`config.mk`:
```
export PLATFORM = sky130hd
export DESIGN_NAME = dmem_copy_engine_flat
export DESIGN_NICKNAME = d
export VERILOG_FILES = /design/src/rtl/dmem_pkg.sv /design/src/rtl/dmem_copy_engine_if.sv /design/src/rtl/dmem_copy_engine.sv /design/src/flat_wrapper.sv
export SDC_FILE = /design/constraint.sdc
export NUM_CORES = 1
export LEC_CHECK = 0
export BUFFER_PORTS_ARGS = -buffer_cell sky130_fd_sc_hd__buf_2
export CORE_MARGIN = 4
export CORE_UTILIZATION = 32
export DETAILED_ROUTE_END_ITERATION = 10
export PLACE_DENSITY = 0.58
export SKIP_LAST_GASP = 1
export SYNTH_ARGS = -nofsm -noshare
export SYNTH_HDL_FRONTEND = slang
export SYNTH_SLANG_ARGS = --single-unit
```
`constraint.sdc`:
```
create_clock -name clk -period 3.35 [get_ports clk]
set_input_delay 0.5025 -clock clk [delete_from_list [all_inputs] [get_ports clk]]
set_output_delay 0.5025 -clock clk [all_outputs]
set_load 0.05 [all_outputs]
```
`src/rtl/dmem_pkg.sv`:
```
// Shared types and constants for the data-memory copy/fill engine.
package dmem_pkg;

  localparam int ADDR_W = 8;
  localparam int DATA_W = 8;

  typedef enum logic [1:0] {
    IDLE  = 2'd0,
    READ  = 2'd1,
    WRITE = 2'd2,
    DONE  = 2'd3
  } copy_state_t;

  localparam logic MODE_COPY = 1'b0;
  localparam logic MODE_FILL = 1'b1;

endpackage

```
`src/rtl/dmem_copy_engine_if.sv`:
```
// Port bundle between the copy engine (master) and the 256x8 data memory (slave).
interface dmem_copy_engine_if #(
  parameter int ADDR_W = 8,
  parameter int DATA_W = 8
);

  // No valid/ready on this bus: memWen=1 commits memWriteData to memAddress at the next
  // rising clk edge, and memReadData follows memAddress combinationally in the same cycle.
  logic              memWen;
  logic [ADDR_W-1:0] memAddress;
  logic [DATA_W-1:0] memWriteData;
  logic [DATA_W-1:0] memReadData;

  modport master (
    output memWen,
    output memAddress,
    output memWriteData,
    input  memReadData
  );

  modport slave (
    input  memWen,
    input  memAddress,
    input  memWriteData,
    output memReadData
  );

endinterface

```
`src/rtl/dmem_copy_engine.sv`:
```
// Memory-port initiator that copies a byte block (READ/WRITE pairs) or fills it with a constant.
// All outputs are registers loaded from the next-state decode, so nothing is combinational from inputs.
module dmem_copy_engine
  import dmem_pkg::*;
#(
  parameter int ADDR_W = dmem_pkg::ADDR_W,
  parameter int DATA_W = dmem_pkg::DATA_W
) (
  input  logic                clk,
  input  logic                rst_n,
  input  logic                start,
  input  logic                mode,
  input  logic [ADDR_W-1:0]   srcAddr,
  input  logic [ADDR_W-1:0]   dstAddr,
  input  logic [ADDR_W-1:0]   length,
  input  logic [DATA_W-1:0]   fillValue,
  input  logic                abort,
  output logic                busy,
  output logic                done,
  output copy_state_t         dbg_state_o,
  dmem_copy_engine_if.master  mem
);

  copy_state_t       state_q, state_d;
  logic [ADDR_W-1:0] src_q, src_d;
  logic [ADDR_W-1:0] dst_q, dst_d;
  logic [ADDR_W-1:0] rem_q, rem_d;
  logic              mode_q, mode_d;
  logic [DATA_W-1:0] fill_q, fill_d;
  logic [DATA_W-1:0] data_q, data_d;

  logic              busy_q, busy_d;
  logic              done_q, done_d;
  logic              wen_q, wen_d;
  logic [ADDR_W-1:0] addr_q, addr_d;
  logic [DATA_W-1:0] wdata_q, wdata_d;

  always_comb begin
    state_d = state_q;
    src_d   = src_q;
    dst_d   = dst_q;
    rem_d   = rem_q;
    mode_d  = mode_q;
    fill_d  = fill_q;
    data_d  = data_q;

    unique case (state_q)
      IDLE: begin
        if (start) begin
          src_d  = srcAddr;
          dst_d  = dstAddr;
          rem_d  = length;
          mode_d = mode;
          fill_d = fillValue;
          if (length == '0)           state_d = DONE;
          else if (mode == MODE_FILL) state_d = WRITE;
          else                        state_d = READ;
        end
      end
      READ: begin
        data_d  = mem.memReadData;
        state_d = abort ? IDLE : WRITE;
      end
      WRITE: begin
        // The write of this cycle is committed by the memory regardless of abort.
        src_d = src_q + ADDR_W'(1);
        dst_d = dst_q + ADDR_W'(1);
        rem_d = rem_q - ADDR_W'(1);
        if (abort)                      state_d = IDLE;
        else if (rem_q == ADDR_W'(1))   state_d = DONE;
        else if (mode_q == MODE_FILL)   state_d = WRITE;
        else                            state_d = READ;
      end
      DONE: begin
        state_d = IDLE;
      end
      default: begin
        state_d = IDLE;
      end
    endcase

    // Output registers are decoded from the state being entered.
    busy_d  = 1'b0;
    done_d  = 1'b0;
    wen_d   = 1'b0;
    addr_d  = '0;
    wdata_d = '0;
    unique case (state_d)
      READ: begin
        busy_d = 1'b1;
        addr_d = src_d;
      end
      WRITE: begin
        busy_d  = 1'b1;
        wen_d   = 1'b1;
        addr_d  = dst_d;
        wdata_d = (mode_d == MODE_FILL) ? fill_d : data_d;
      end
      DONE: begin
        done_d = 1'b1;
      end
      default: begin
        busy_d = 1'b0;
      end
    endcase
  end

  always_ff @(posedge clk or negedge rst_n) begin
    if (!rst_n) begin
      state_q <= IDLE;
      src_q   <= '0;
      dst_q   <= '0;
      rem_q   <= '0;
      mode_q  <= MODE_COPY;
      fill_q  <= '0;
      data_q  <= '0;
      busy_q  <= 1'b0;
      done_q  <= 1'b0;
      wen_q   <= 1'b0;
      addr_q  <= '0;
      wdata_q <= '0;
    end else begin
      state_q <= state_d;
      src_q   <= src_d;
      dst_q   <= dst_d;
      rem_q   <= rem_d;
      mode_q  <= mode_d;
      fill_q  <= fill_d;
      data_q  <= data_d;
      busy_q  <= busy_d;
      done_q  <= done_d;
      wen_q   <= wen_d;
      addr_q  <= addr_d;
      wdata_q <= wdata_d;
    end
  end

  assign busy             = busy_q;
  assign done             = done_q;
  assign dbg_state_o      = state_q;
  assign mem.memWen       = wen_q;
  assign mem.memAddress   = addr_q;
  assign mem.memWriteData = wdata_q;

endmodule
```
`src/flat_wrapper.sv`:
```
// flat-port wrapper written by rule: the top's interface ports become plain ports
module dmem_copy_engine_flat import dmem_pkg::*;
#(
  parameter int ADDR_W = dmem_pkg::ADDR_W,
  parameter int DATA_W = dmem_pkg::DATA_W
)
  (clk, rst_n, start, mode, srcAddr, dstAddr, length, fillValue, abort, busy, done, dbg_state_o, mem_memWen, mem_memAddress, mem_memWriteData, mem_memReadData);
  dmem_copy_engine_if #(.ADDR_W(ADDR_W), .DATA_W(DATA_W)) mem_i ();
  input  logic clk;
  input  logic rst_n;
  input  logic start;
  input  logic mode;
  input  logic [ADDR_W-1:0] srcAddr;
  input  logic [ADDR_W-1:0] dstAddr;
  input  logic [ADDR_W-1:0] length;
  input  logic [DATA_W-1:0] fillValue;
  input  logic abort;
  output logic busy;
  output logic done;
  output copy_state_t dbg_state_o;
  output wire logic [$bits(mem_i.memWen)-1:0] mem_memWen;
  output wire logic [$bits(mem_i.memAddress)-1:0] mem_memAddress;
  output wire logic [$bits(mem_i.memWriteData)-1:0] mem_memWriteData;
  input wire logic [$bits(mem_i.memReadData)-1:0] mem_memReadData;
  assign mem_memWen = mem_i.memWen;
  assign mem_memAddress = mem_i.memAddress;
  assign mem_memWriteData = mem_i.memWriteData;
  assign mem_i.memReadData = mem_memReadData;
  dmem_copy_engine #(.ADDR_W(ADDR_W), .DATA_W(DATA_W)) u_core (.clk(clk), .rst_n(rst_n), .start(start), .mode(mode), .srcAddr(srcAddr), .dstAddr(dstAddr), .length(length), .fillValue(fillValue), .abort(abort), .busy(busy), .done(done), .dbg_state_o(dbg_state_o), .mem(mem_i));
endmodule
```
==> flow_summary.ini <==
[status]
status = complete, no violations

[timing]
hold_slack_ns = 0.166
worst_slew_pin_slew_ns = 0.948
final.setup_skew_ns = 0.00729
fin_ws_ns = 0.772
fin_crit_ns = 2.58
drv_slew = 0
finalHoldViolCount = 0
setup-violations-final = 0
slew_headroom_pct = 36.7
rsz0062_at_grt = false
tns_ns = 0
fin_crit_sh_pct = 77.0
max_freq_mhz = 388

[synth]
synth_most_common_cell = dfrtp_1
synth_compound_area_share_pct = 21.7
synth.net_count = 335
syn-cell-area_um2 = 3120
async_reset_ff_share_pct = 100
synth_common_cells = dfrtp_1 (62), inv_1 (18), nand2_1 (18)
yosys-top-cells-area = dfrtp_1 (50%), mux2_2 (5.8%), o211a_1 (2.9%), ha_1 (2.8%), a21oi_1 (2.2%)
synth_cell_type_count = 59
synthFlopType = dfrtp_1
synthMuxAreaShare_pct = 6.50
yosys.area_share.simple_pct = 14.0
synth_top_family_by_area = compound AO/OA/AOI/OAI gates
ys_ff_latch = 62
synth_edf_count = 0
synth.largest_area_cell = dfrtp_1
syn_avg_cell_area_um2 = 11.0
synth_fa_ha_area_share_pct = 2.81
seq_area_frac_synth_pct = 49.7
synth_cells = 283
synth-xor-area-share_pct = 0.281
synth_top_area_share_pct = 49.7
synth_warnings = 0

[cts]
worstSkewPairLatency_ns = 0.34
cts_buffers = 9
post_cts_resize_count = 0
tritoncts = yes
h-tree-depth = 3
cts.clk_slew.worst_paths_ns = 0.08
post_cts_buffers = 0
cts_buffer_depth = 2
cts-hold-fix-buffers = 0
cts.sinks = 62
cts_root_buf = clkbuf_8

[worst_setup_path]
worstReg2RegStart = u_core.dbg_state_o[0]
worstReg2RegEnd = u_core.mem.memAddress[1]
r2r_cells = 8
reg2reg_slack_ns = 0.77
crit_path_start_kind = flip-flop
end_kind = flip-flop
cp_max_fo = 16
critical_path_class = flip-flop to flip-flop
cp.required_ns = 3.61
arrival_ns = 2.84

[place]
io_buffers = 65
place.gp.congestion = 0.895
post-dp-hpwl_um = 5880
placedCellCount = 470
pre_cts_ws_ns = 0.772

[detailed_routing]
drc = 0
post_drt_via_cell_ratio = 5.19
dr.first_iter.drc_count = 160
drtAntennaViolNets = 0
firstDrtPassIters = 5
avgRoutedWirePerCell_um = 16.8
vias = 2521
wl_um = 8160

[pwr]
ir_drop_mv = 0.414
leakage_nw = 1.80
p_per_area_nw_per_um2 = 912

[job]
drv_cap = 0

[finish]
drive_gt1_share_pct = 31.1
multi_input_area_um2 = 1410
nets = 404
post-route-util_pct = 40.5
area_growth_pct = 21.8
diodes = 0
instances_no_fill = 486
seqCellArea_um2 = 1550
nFillCells = 962

[floorplan]
rows = 35
die_h_um = 107
initial_core_util_pct = 33.3
die_area_um2 = 11400
core_um2 = 9370
io_pins = 66
die_w_um = 107

[min_path]
hold_class = input pin to async pin

[global_routing]
overflow = 0
grt_usage_pct = 14.6
antenna_found_initial = 0
grt_pass1_wl_um = 13000
grt_pass1_vias = 2486
grt_max_degree = 38
[placed cells by master, fill, tap and decap left out, types with 4 or more instances in the layout]
cell / count
nor2_1: 7
nand2b_1: 4
nand4_1: 8
a2bb2oi_1: 6
o221ai_1: 6
inv_1: 18
o22ai_1: 5
dfrtp_1: 62
o211a_1: 9
o21ai_0: 9
nand3_1: 7
o22a_1: 7
buf_4: 6
nand2_1: 18
clkbuf_8: 9
buf_2: 65
or2_1: 7
a21oi_1: 14
mux2_2: 16
inv_6: 4
ha_1: 7
[through the flow]
| step | power [mW] | area, um2 |
|---|---|---|
| floorplan | 2.33 | 3120 |
| global placement | 2.70 | 3570 |
| detailed placement | 2.72 | 3570 |
| CTS | 3.49 | 3800 |
| global route | 3.69 | 3800 |
| finish | 3.47 | 3800 |
[worst max-delay path by stage]
stage                          startpoint                       end
floorplan           u_core.dbg_state_o[1]  u_core.mem.memAddress[0]
global placement                length[1]  u_core.mem.memAddress[4]
detailed placement  u_core.dbg_state_o[0]  u_core.mem.memAddress[4]
CTS                 u_core.dbg_state_o[0]  u_core.mem.memAddress[1]
global route        u_core.dbg_state_o[0]  u_core.mem.memAddress[0]
finish              u_core.dbg_state_o[0]  u_core.mem.memAddress[1]
[kinds of logic after synthesis]
logic type	count (synthesis)
xor gates and xnor gates	1
buffers and inverters	33
muxes	17
and+or+nand+nor	75
DFF	62
AOI/OAI and AO/OA	88
adders and majority gates	7
[worst max-delay path, cell delays in order (launching register included)]
cell and delay (ns):
dfrtp_1 0.67, nand2b_1 0.10, buf_4 0.20, nor2b_1 0.14, a221o_1 0.30, nand2_1 0.11
ha_1 0.55, o221ai_1 0.23, a21oi_1 0.18
[final cells by class]
class,count,area share (%)
Sequential cell,62,40.8
Timing Repair Buffer,71,9.75
Clock inverter,7,2.70
Tap cell,129,4.25
Clock buffer,9,3.26
Multi-Input combinational cell,188,37.1
Inverter,20,2.11
[per-layer routing]
layer  track usage, %  routed length, um  vias to the layer above
met5                0                  0                        -
met4             4.66                108                        0
met3             3.19                458                       10
met2             22.0               3640                       80
met1             20.9               3960                     1220
li1                 -                  -                     1211
[report_power, final]
group / leakage, nW / internal (mW) / total (mW) / switching (mW)
combinational: 0.932 / 0.525 / 1.42 / 0.899
clock: 0.111 / 0.429 / 0.756 / 0.327
sequential: 0.760 / 1.05 / 1.29 / 0.234
[state kept, by name, indices dropped and copies added, names as in the netlist]
name                     flops
u_core.data_q                8
u_core.dst_q                 8
u_core.fill_q                8
u_core.mem.memAddress        8
u_core.mem.memWriteData      8
u_core.rem_q                 8
u_core.src_q                 8
u_core.dbg_state_o           2
u_core.busy                  1
u_core.done                  1
u_core.mem.memWen            1
u_core.mode_q                1
(Power assumes the default switching activity.)
